$ cat src/rtl/mac_seq_ctrl.sv
// mac_seq_ctrl: sequences one registered MAC PE (oC = iA*iB + iC, 1-cycle
// latency) through a K-element unsigned dot product with a saturating
// 2*MAC_BW-bit accumulator fed back through iC.
//
// Ports:
//   clk, rst                  clock, synchronous active-high reset
//   job_valid/job_ready       job descriptor handshake (job_len, job_bias)
//   op_valid/op_ready         operand pair handshake (op_a, op_b)
//   mac_a, mac_b, mac_c       combinational drive to MAC iA, iB, iC
//   mac_oc                    MAC oC (2*MAC_BW+4 bits)
//   res_valid/res_ready       result handshake (res_data, res_ovf)
//   busy                      high whenever the sequencer is not idle
module mac_seq_ctrl #(
  parameter int unsigned MAC_BW = 16,
  parameter int unsigned LEN_W  = 16
) (
  input  logic                    clk,
  input  logic                    rst,
  input  logic                    job_valid,
  output logic                    job_ready,
  input  logic [LEN_W-1:0]        job_len,
  input  logic [2*MAC_BW-1:0]     job_bias,
  input  logic                    op_valid,
  output logic                    op_ready,
  input  logic [MAC_BW-1:0]       op_a,
  input  logic [MAC_BW-1:0]       op_b,
  output logic [MAC_BW-1:0]       mac_a,
  output logic [MAC_BW-1:0]       mac_b,
  output logic [2*MAC_BW-1:0]     mac_c,
  input  logic [2*MAC_BW+3:0]     mac_oc,
  output logic                    res_valid,
  input  logic                    res_ready,
  output logic [2*MAC_BW-1:0]     res_data,
  output logic                    res_ovf,
  output logic                    busy
);

  localparam int unsigned ACC_W = 2 * MAC_BW;
  localparam int unsigned OC_W  = ACC_W + 4;

  typedef enum logic [1:0] {
    S_IDLE  = 2'd0,
    S_RUN   = 2'd1,
    S_DRAIN = 2'd2,
    S_DONE  = 2'd3
  } state_t;

  state_t             state, state_d;
  logic [LEN_W-1:0]   remaining, remaining_d;
  logic               first, first_d;
  logic [ACC_W-1:0]   bias_q, bias_d;
  logic               ovf, ovf_d;
  logic               res_valid_d;
  logic [ACC_W-1:0]   res_data_d;
  logic               res_ovf_d;

  // Saturate the MAC output back to accumulator width.
  logic               clamp_c;
  logic [ACC_W-1:0]   sat_c;
  assign clamp_c = |mac_oc[OC_W-1:ACC_W];
  assign sat_c   = clamp_c ? {ACC_W{1'b1}} : mac_oc[ACC_W-1:0];

  // Next-state, datapath next values and MAC drive.
  always_comb begin
    state_d     = state;
    remaining_d = remaining;
    first_d     = first;
    bias_d      = bias_q;
    ovf_d       = ovf;
    res_valid_d = res_valid;
    res_data_d  = res_data;
    res_ovf_d   = res_ovf;
    mac_a       = '0;
    mac_b       = '0;
    mac_c       = '0;

    case (state)
      S_IDLE: begin
        if (job_valid) begin
          if (job_len != '0) begin
            remaining_d = job_len;
            bias_d      = job_bias;
            first_d     = 1'b1;
            ovf_d       = 1'b0;
            state_d     = S_RUN;
          end else begin
            res_data_d  = job_bias;
            res_ovf_d   = 1'b0;
            res_valid_d = 1'b1;
            state_d     = S_DONE;
          end
        end
      end

      S_RUN: begin
        // Stall cycles still feed the accumulator back: 0*0 + acc = acc.
        mac_c = first ? bias_q : sat_c;
        if (!first && clamp_c) begin
          ovf_d = 1'b1;
        end
        if (op_valid) begin
          mac_a       = op_a;
          mac_b       = op_b;
          remaining_d = remaining - LEN_W'(1);
          first_d     = 1'b0;
          if (remaining == LEN_W'(1)) begin
            state_d = S_DRAIN;
          end
        end
      end

      S_DRAIN: begin
        res_data_d  = sat_c;
        res_ovf_d   = ovf | clamp_c;
        res_valid_d = 1'b1;
        state_d     = S_DONE;
      end

      S_DONE: begin
        if (res_ready) begin
          res_valid_d = 1'b0;
          state_d     = S_IDLE;
        end
      end

      default: state_d = S_IDLE;
    endcase
  end

  // State and datapath registers; status flags registered from next state.
  always_ff @(posedge clk) begin
    if (rst) begin
      state     <= S_IDLE;
      remaining <= '0;
      first     <= 1'b0;
      bias_q    <= '0;
      ovf       <= 1'b0;
      res_valid <= 1'b0;
      res_data  <= '0;
      res_ovf   <= 1'b0;
      job_ready <= 1'b1;
      op_ready  <= 1'b0;
      busy      <= 1'b0;
    end else begin
      state     <= state_d;
      remaining <= remaining_d;
      first     <= first_d;
      bias_q    <= bias_d;
      ovf       <= ovf_d;
      res_valid <= res_valid_d;
      res_data  <= res_data_d;
      res_ovf   <= res_ovf_d;
      job_ready <= (state_d == S_IDLE);
      op_ready  <= (state_d == S_RUN);
      busy      <= (state_d != S_IDLE);
    end
  end

endmodule

$ cat config.mk
export PLATFORM = sky130hd
export DESIGN_NAME = mac_seq_ctrl
export DESIGN_NICKNAME = d
export VERILOG_FILES = /design/src/rtl/mac_seq_ctrl.sv
export SDC_FILE = /design/constraint.sdc
export NUM_CORES = 1
export LEC_CHECK = 0
export CORE_MARGIN = 5
export CORE_UTILIZATION = 30
export CTS_CLUSTER_DIAMETER = 100
export DETAILED_ROUTE_END_ITERATION = 10
export DONT_BUFFER_PORTS = 1
export GPL_ROUTABILITY_DRIVEN = 0
export PLACE_DENSITY_LB_ADDON = 0.25
export SLEW_MARGIN = 20
export SYNTH_ARGS = -nofsm -noshare
export SYNTH_HDL_FRONTEND = slang
export SYNTH_SLANG_ARGS = --single-unit
$ cat constraint.sdc
create_clock -name clk -period 2.75 [get_ports clk]
set_input_delay 0.55 -clock clk [delete_from_list [all_inputs] [get_ports clk]]
set_output_delay 0.55 -clock clk [all_outputs]
set_load 0.02 [all_outputs]
==> results of run 1 <==
sequential cells by signal, indices dropped and copies added, names as in the netlist:
signal and cells:
job_ready 1, res_valid 1, remaining 16, state 2, first 1, bias_q 32, res_data 32, busy 1
res_ovf 1, op_ready 1, ovf 1
through the flow:
| step | hold slack (ps) | util (%) | setup WS, ps | area [um^2] | cells |
|---|---|---|---|---|---|
| 6_report | 266 | 34.9 | 199 | 5530 | 906 |
| 2_1_floorplan | 436 | - | 394 | 4810 | 697 |
| 5_1_grt | 247 | 34.9 | 72.3 | 5530 | 906 |
| 3_3_place_gp | 438 | 33.0 | 265 | 5230 | 890 |
| 4_1_cts | 259 | 34.9 | 168 | 5530 | 906 |
| 3_5_place_dp | 441 | 33.0 | 247 | 5230 | 890 |
layout by cell type, fill, tap and decap left out, drive strengths merged, types with 2 or more instances in the layout:
cell | netlist | routed
or4 | 3 | 3
nor3 | 3 | 3
clkbuf | 51 | 12
dfxtp | 89 | 89
o21ai | 53 | 53
a21oi | 120 | 120
a211oi | 2 | 2
buf | 17 | 45
a21o | 3 | 3
nand3 | 3 | 3
ha | 2 | 2
nor4 | 7 | 7
a32o | 2 | 2
o31a | 2 | 2
inv | 5 | 7
a22oi | 3 | 3
o21a | 3 | 3
or2 | 2 | 2
and3 | 35 | 35
nor2b | 2 | 2
o31ai | 2 | 2
nand2 | 126 | 126
nor2 | 114 | 114
and2 | 2 | 2
o2111ai | 32 | 32
layer usage:
metal	vias up	GRT usage (%)
met1	2282	21.1
met5	-	0
met3	17	6.51
met4	0	5.71
li1	2413	-
met2	232	30.5
worst max path at each step:
stage,depth (start not counted),endpoint,from,slack [ps]
floorplan,7,mac_c[7],mac_oc[33],390
global placement,7,mac_c[30],mac_oc[33],260
detailed placement,7,mac_c[30],mac_oc[33],250
CTS,5,mac_c[30],state[0],170
global route,5,mac_c[30],state[0],70
finish,5,mac_c[30],state[0],200
power groups by stage:
| stage | Clock (mW) | Sequential (mW) | Combinational, mW |
|---|---|---|---|
| after global placement | 0 | 1.43 | 0.619 |
| after detailed placement | 0 | 1.43 | 0.624 |
| after global routing | 1.33 | 1.41 | 0.692 |
| after floorplan | 0 | 1.42 | 0.469 |
| final | 1.24 | 1.40 | 0.624 |
| after CTS | 1.28 | 1.40 | 0.627 |
critical path, stage by stage, from the launching register on:
cell,delay (ps)
dfxtp_1,390
buf_4,240
or2b_4,400
buf_4,240
nor2_1,200
buf_4,180
kinds of logic (layout without fill, tap and decap cells):
logic type	Yosys count	in the layout	synth area share, %
buf+inv	73	66	6.09
fa+ha+maj	2	2	0.520
flops	89	89	37.1
simple gates	304	304	28.1
compound gates	229	229	28.2
final cells by class:
type,instances,area (um^2),share of cell area [%]
Clock buffer,12,267,4.82
Clock inverter,4,33.8,0.611
Inverter,5,18.8,0.339
Multi-Input combinational cell,535,2760,49.9
Sequential cell,89,1780,32.2
Tap cell,216,270,4.89
Timing Repair Buffer,45,400,7.24
==> results.py, run 1 <==
metrics = {
    "run_status": {
        "outcome": "complete, no violations",
    },
    "critical_path": {
        "r2r_cells": 6,
        "reg2reg_from": "state[0]",
        "cp-end-kind": "primary output",
        "rrSetupSlack_ps": 630,
        "crit_path_start_kind": "register",
        "critPathMaxFanout": 17,
        "cp.required_ps": 2200,
        "path_class": "register to primary output",
        "reg2reg_to": "remaining[7]",
        "crit_arrival_ps": 2000,
    },
    "cts": {
        "clk_pin_slew_ps": 70,
        "insertion_delay_ps": 340,
        "cts.htree.levels": 3,
        "cts_buffers": 9,
        "clockBufferDepth": 2,
        "cts_setup_buffers": 0,
        "holdBufCountCts": 0,
        "ctsRootBufferMaster": "clkbuf_16",
        "cts_tree": "yes",
        "cts_sinks": 89,
        "cts_resized": 0,
    },
    "drt": {
        "route.vias.total": 4944,
        "drt_wl_total_um": 17300,
        "drt-met1-wl_um": 6830,
        "routedWlPerCell_um": 19.0,
        "drc": 0,
        "drtIter0Drc": 319,
        "ant_nets": 0,
        "dr.pass1.iters": 5,
        "wl_met3_um": 1750,
        "dr_wl_met2_um": 8390,
        "avgViaCountPerCell": 5.46,
        "top_layer": "met4",
    },
    "logic_synthesis": {
        "syn-num-nets": 820,
        "synth_seq_cells": 89,
        "synth_edf_count": 0,
        "syn-cell-area_mm2": 0.00481,
        "yosysWarningCount": 0,
        "synth_most_common_cell": "nand2_1",
        "yosys-top-cells-count": "nand2_1 (126), a21oi_1 (120), nor2_1 (113)",
        "synth_area_per_cell_um2": 6.90,
        "ys_async_sr_fraction_pct": 0,
        "synth_area_leader_cell": "dfxtp_1",
        "synth_top_area_share_pct": 37.1,
        "ys_seq_area_share_pct": 37.1,
        "synth_ff_type": "dfxtp_1",
        "synthCells": 697,
        "yosys-top-cells-area": "dfxtp_1 (37%), a21oi_1 (12%), nand2_1 (9.8%)",
        "synth_cell_types": 48,
    },
    "sta": {
        "fin_worst_skew_ps": 7.90,
        "hold_viol_final": 0,
        "fmax_mhz": 392,
        "max_slew.worst_pin.slew_ps": 982,
        "fin_tns_setup_ps": 0,
        "maxSlewHeadroom_pct": 34.1,
        "setup_violations": 0,
        "slew_violations": 0,
        "timing.final.crit_period_ps": 2550,
        "fin_crit_sh_pct": 92.8,
        "rsz0062_at_grt": "no",
    },
    "die": {
        "core-area_mm2": 0.0158,
        "dieArea_mm2": 0.0187,
        "pin_count": 222,
        "placementRows": 46,
        "dieWidth_um": 137,
        "start_util_pct": 30.4,
        "die_h_um": 137,
    },
    "job": {
        "cap_violations": 0,
    },
    "grt": {
        "grt_max_degree": 87,
        "grt_overflow_total": 0,
        "antenna_found_initial": 0,
        "grt_pass1_vias": 4817,
        "grt_pass1_wl_um": 26400,
        "grt_use_total_pct": 18.0,
    },
    "hold_path": {
        "hold_depth": 1,
        "worstHoldEndpoint": "remaining[15]",
        "min-delay-path-class": "input port to register",
        "hold_start": "rst",
    },
    "placed_design": {
        "dpl.hpwl_um": 12100,
        "port_buffers": 0,
    },
    "finish": {
        "area_growth_pct": 15.0,
        "antennaDiodeCount": 0,
        "fill_cells": 1668,
        "drive_gt1_share_pct": 11.3,
        "final_nets": 808,
    },
    "power": {
        "ir_drop_v": 0.000277,
        "p_sw_share_pct": 30.5,
        "combPwrFrac_pct": 19.1,
        "p_sw_uw": 997,
        "p_leak_nw": 2.07,
        "pwr-share-clk_pct": 37.9,
        "p_total_mw": 3.27,
        "p_int_mw": 2.27,
        "seq_power_share_pct": 43.0,
        "p_per_area_mw_per_mm2": 591,
    },
}
(Power assumes the default switching activity.)
==> inputs of run 2 (changes only) <==
==> constraint.sdc (replaced) <==
create_clock -name clk -period 2.3 [get_ports clk]
set_input_delay 0.46 -clock clk [delete_from_list [all_inputs] [get_ports clk]]
set_output_delay 0.46 -clock clk [all_outputs]
set_load 0.02 [all_outputs]
==> run 2 against run 1 <==
Clock skew rose by 2.9 ps. Final cell count up 0.66%. Clock-buffer cell count stayed put. Die area unchanged. Routed wire length grew 0.82%. Non-clock buffer count grew 5. Design area rose by 2.1%. Via count up 1.7%. Global-route usage down 0.18 points. Combinational power up 23%. Setup slack got worse by 170 ps. Clock power grew 21%. Critical endpoint is now mac_c[6]. Largest cell class unchanged.
==> results.py, run 2 (synthesized netlist as in run 1, its figures left out) <==
metrics = {
    "run_status": {
        "outcome": "complete, no violations",
    },
    "die": {
        "dieWidth_um": 137,
        "dieArea_mm2": 0.0187,
        "die_h_um": 137,
        "core-area_mm2": 0.0158,
        "placementRows": 46,
        "pin_count": 222,
        "start_util_pct": 30.4,
    },
    "sta": {
        "maxSlewHeadroom_pct": 34.8,
        "fin_worst_skew_ps": 10.8,
        "fin_crit_sh_pct": 98.8,
        "slew_violations": 0,
        "max_slew.worst_pin.slew_ps": 976,
        "hold_slack_ps": 179,
        "timing.final.crit_period_ps": 2270,
        "hold_viol_final": 0,
        "setup_violations": 0,
        "rsz0062_at_grt": "yes",
        "fmax_mhz": 440,
    },
    "cts": {
        "ctsRootBufferMaster": "clkbuf_16",
        "cts_tree": "yes",
        "cts_sinks": 89,
        "cts_buffers": 9,
        "cts_setup_buffers": 0,
        "clockBufferDepth": 2,
        "clk_pin_slew_ps": 60,
        "cts.htree.levels": 3,
        "insertion_delay_ps": 340,
    },
    "hold_path": {
        "min-delay-path-class": "input port to register",
    },
    "grt": {
        "grt_pass1_vias": 4920,
        "grt_pass1_wl_um": 26200,
        "grt_use_total_pct": 17.8,
        "antenna_found_initial": 0,
        "grt_overflow_total": 0,
        "grt_max_degree": 87,
    },
    "drt": {
        "routedWlPerCell_um": 19.1,
        "ant_nets": 0,
        "drc": 0,
        "route.vias.total": 5026,
        "drt_wl_total_um": 17400,
        "dr.pass1.iters": 5,
        "drtIter0Drc": 351,
        "avgViaCountPerCell": 5.51,
    },
    "finish": {
        "antennaDiodeCount": 0,
        "final_nets": 814,
        "final_util_pct": 35.7,
        "area_growth_pct": 17.4,
        "largestRegisters": "bias_q x32, res_data x32, remaining x16",
        "final_cell_mix": "nand2_1 (126), a21oi_1 (119), nor2_1 (105)",
        "drive_gt1_share_pct": 13.1,
        "layout_commonest_cell": "nand2_1",
    },
    "power": {
        "ir_drop_v": 0.000347,
        "p_leak_nw": 2.12,
        "p_per_area_mw_per_mm2": 699,
    },
    "placed_design": {
        "dpl.hpwl_um": 11700,
        "port_buffers": 0,
    },
    "job": {
        "cap_violations": 0,
    },
    "critical_path": {
        "crit_path_start_kind": "input port",
        "path_class": "input port to primary output",
        "crit_arrival_ps": 1810,
        "cp.required_ps": 1840,
        "cp-end-kind": "primary output",
        "critPathMaxFanout": 17,
    },
}
==> run 2: per-layer routing <==
layer	vias up	global-route usage [%]	part of all wire (%)
li1	2437	-	-
met1	2330	20.4	38
met2	234	30.6	49
met3	25	6.25	10
met4	0	6.38	2.2
met5	-	0	0
==> run 2: area by class of cell <==
type / count / area, um^2
tap: 216 / 270
clock inverter: 4 / 52.6
sequential: 89 / 1780
multi-input combinational: 536 / 2790
timing repair buffer: 50 / 480
fill: 1667 / 10200
inverter: 5 / 18.8
clock buffer: 12 / 246
==> run 2: power by group <==
part           switching, mW  internal (mW)
combinational          0.482          0.285
clock                  0.623          0.875
sequential            0.0677           1.61
total                   1.17           2.77
==> run 2: final timing paths <==
check	from	to	slack [ps]	cells after the start
setup reg to reg	remaining[0]	remaining[12]	210	7
setup / recovery	mac_oc[33]	mac_c[6]	30	7
hold reg to reg	bias_q[29]	bias_q[29]	450	2
hold / removal	rst	remaining[15]	180	1
==> run 2: per-stage QoR <==
step / area, um^2 / TNS (ps) / setup WS [ps] / instances / power (mW)
finish: 5640 / 0 / 28.1 / 912 / 3.94
detailed placement: 5290 / -2.78 / -2.78 / 894 / 2.47
CTS: 5590 / 0 / 3.11 / 910 / 3.99
global placement: 5290 / 0 / 41.8 / 894 / 2.46
global route: 5640 / -352 / -41.0 / 912 / 4.14
floorplan: 4810 / 0 / 124 / 697 / 2.26
==> run 2: timing repair <==
action	4_1_cts	5_1_grt
gates resized for setup	1	9
gates cloned	0	2
setup endpoints to repair	1	30
hold buffers	0	0
==> run 2: worst max-delay path, cell delays in order <==
cell and delay, ps:
or4_4 580, clkbuf_16 230, nor2_1 140, nor2_1 50, a21oi_1 130, nor2_1 60
buf_4 160
==> inputs of run 3 (changes only) <==
--- a/config.mk
+++ b/config.mk
@@ -5,6 +5,7 @@
 export SDC_FILE = /design/constraint.sdc
 export NUM_CORES = 1
 export LEC_CHECK = 0
+export ABC_AREA = 1
 export CORE_MARGIN = 5
 export CORE_UTILIZATION = 30
 export CTS_CLUSTER_DIAMETER = 100
==> run 3 against run 2 <==
Critical path depth stayed put. Final cell count grew 18%. Setup slack better by 160 ps. Utilization fell by 0.92 points. Clock-buffer cell count fell by 3. Critical path type is now register to primary output.
==> results.py, run 3 <==
metrics = {
    "run_status": {
        "outcome": "complete, no violations",
    },
    "logic_synthesis": {
        "synth_area_leader_cell": "dfxtp_1",
        "syn-cell-area_mm2": 0.00532,
        "syn-num-nets": 970,
        "synth_cell_types": 28,
        "ys_async_sr_fraction_pct": 0,
        "yosys-top-cells-area": "dfxtp_1 (33%), nor2_1 (13%), nand2_1 (11%)",
        "synth_fa_ha_area_share_pct": 0.470,
        "synth_seq_cells": 89,
        "synth_ff_type": "dfxtp_1",
        "synth_compound_area_share_pct": 18.0,
        "synth_mux_area_share_pct": 4.51,
        "synth_area_per_cell_um2": 6.29,
        "synth_top_area_share_pct": 33.5,
        "synth_edf_count": 0,
        "synth_top_family_by_area": "simple AND/OR/NAND/NOR gates",
        "synth_most_common_cell": "nor2_1",
        "synth_xor_area_share_pct": 0.165,
        "yosys-top-cells-count": "nor2_1 (182), nand2_1 (162), dfxtp_1 (89)",
        "yosysWarningCount": 0,
        "synthSimpleGateAreaFrac_pct": 31.7,
        "synthCells": 847,
        "ys_seq_area_share_pct": 33.5,
    },
    "drt": {
        "avgViaCountPerCell": 4.87,
        "drtIter0Drc": 288,
        "drt_wl_total_um": 16800,
        "route.vias.total": 5259,
        "drc": 0,
        "ant_nets": 0,
        "routedWlPerCell_um": 15.5,
        "dr.pass1.iters": 5,
    },
    "critical_path": {
        "crit_chain": "inv_2, nand2_2, inv_2, buf_12, o21ai_0, a31oi_1, buf_4",
        "cpMostUsedCell": "inv_2",
        "crit_path_start_kind": "register",
        "cp.required_ps": 1840,
        "path_delay_family": "buffers and inverters",
        "crit_arrival_ps": 1650,
        "cp-end-kind": "primary output",
        "crit_slowest_cell": "dfxtp_1",
        "critPathMaxStageDelay_ps": 350,
        "critPathBufInv": 4,
        "critPathMaxFanout": 27,
        "path_class": "register to primary output",
    },
    "power": {
        "p_sw_mw": 1.25,
        "ir_drop_v": 0.000323,
        "p_per_area_mw_per_mm2": 679,
        "combPwrFrac_pct": 19.5,
        "seq_power_share_pct": 41.3,
        "p_sw_share_pct": 30.5,
        "pwr-share-clk_pct": 39.2,
        "p_leak_nw": 2.57,
        "p_int_mw": 2.85,
        "p_total_mw": 4.09,
    },
    "die": {
        "dieWidth_um": 143,
        "die_h_um": 143,
        "placementRows": 48,
        "pin_count": 222,
        "core-area_mm2": 0.0174,
        "start_util_pct": 30.7,
        "dieArea_mm2": 0.0205,
    },
    "grt": {
        "grt_max_degree": 53,
        "grt_use_total_pct": 15.7,
        "antenna_found_initial": 0,
        "grt_overflow_total": 0,
        "grt_pass1_vias": 4855,
        "grt_pass1_wl_um": 25800,
    },
    "sta": {
        "setup_violations": 0,
        "timing.final.crit_period_ps": 2110,
        "fin_worst_skew_ps": 5.12,
        "hold_viol_final": 0,
        "rsz0062_at_grt": "no",
        "fmax_mhz": 474,
        "fin_crit_sh_pct": 91.8,
        "max_slew.worst_pin.slew_ps": 716,
        "maxSlewHeadroom_pct": 52.2,
        "fin_tns_setup_ps": 0,
        "slew_violations": 0,
    },
    "cts": {
        "cts.htree.levels": 3,
        "ctsRootBufferMaster": "clkbuf_16",
        "clk_pin_slew_ps": 60,
        "cts_setup_buffers": 0,
        "insertion_delay_ps": 350,
        "cts_buffers": 9,
        "clockBufferDepth": 2,
        "cts_tree": "yes",
        "cts_sinks": 89,
    },
    "job": {
        "cap_violations": 0,
    },
    "finish": {
        "drive_gt1_share_pct": 10.9,
        "antennaDiodeCount": 0,
        "layout_commonest_cell": "nor2_1",
        "final_cell_mix": "nor2_1 (182), nand2_1 (161), dfxtp_1 (88)",
        "final_nets": 972,
        "area_growth_pct": 13.3,
        "multi_input_area_mm2": 0.00292,
        "largestRegisters": "bias_q x32, res_data x32, remaining x16",
        "regArea_mm2": 0.00178,
        "fill_cells": 1914,
    },
    "hold_path": {
        "min-delay-path-class": "input port to register",
    },
    "placed_design": {
        "dpl.hpwl_um": 12000,
        "port_buffers": 0,
    },
}
## run 3: cell count changes in the layout (fill, tap and decap cells not counted), sizes merged, moves of 7 or more
cell,previous run,this run
nand2,126,165
mux2i,0,24
a31oi,1,33
a21oi,120,58
o21ai,53,88
nand3,3,54
nor4,7,0
inv,5,74
nor2,114,191
o2111ai,32,0
and3,35,0
## run 3: area by class of cell
class | instances | share of cell area, %
clock inverters | 7 | 1.56
well taps | 225 | 4.67
inverters | 73 | 4.59
clock buffers | 9 | 3.74
flip-flops and latches | 89 | 29.6
repair buffers | 53 | 7.43
multi-input cells | 623 | 48.5
## run 3: per-layer routing
layer  track usage, %  part of all wire, %  vias to the layer above
li1                 -                    -                     2739
met1             20.5                   44                     2356
met2             24.5                   45                      148
met3             4.92                  9.0                       16
met4             5.80                  1.8                        0
met5                0                    0                        -
## run 3: cell families after synthesis
kind of cell | after synthesis
buffers and inverters | 135
DFF | 89
adders and majority gates | 2
xor gates and xnor gates | 1
muxes | 24
and+or+nand+nor | 414
AOI/OAI and AO/OA | 182
## run 3: power groups by stage
| stage | sequential (mW) | clock, mW | combinational, mW |
|---|---|---|---|
| final | 1.69 | 1.61 | 0.800 |
| after global routing | 1.70 | 1.72 | 0.904 |
| after CTS | 1.69 | 1.66 | 0.808 |
| after detailed placement | 1.72 | 0 | 0.806 |
| after global placement | 1.72 | 0 | 0.802 |
| after floorplan | 1.70 | 0 | 0.617 |
## run 3: final timing paths
path / depth (start not counted) / start / to / slack [ps]
worst max-delay path: 7 / state[1] / mac_c[10] / 190
worst min-delay path: 1 / rst / ovf / 170
worst max register to register: 9 / state[1] / remaining[7] / 510
worst min register to register: 2 / ovf / ovf / 450
## run 3: repair_timing
action	4_1_cts	5_1_grt
hold buffers	0	0
setup endpoints to repair	0	2
resized for setup	0	3
## run 3: per-stage QoR
step / area, um^2 / util [%] / cells / hold WS, ps / setup slack [ps]
2_1_floorplan: 5320 / - / 847 / 430 / 403
3_5_place_dp: 5710 / 32.9 / 1063 / 448 / 470
4_1_cts: 6030 / 34.7 / 1079 / 156 / 94.2
5_1_grt: 6030 / 34.7 / 1079 / 154 / 23.9
6_report: 6030 / 34.7 / 1079 / 170 / 188
3_3_place_gp: 5710 / 32.9 / 1063 / 442 / 465
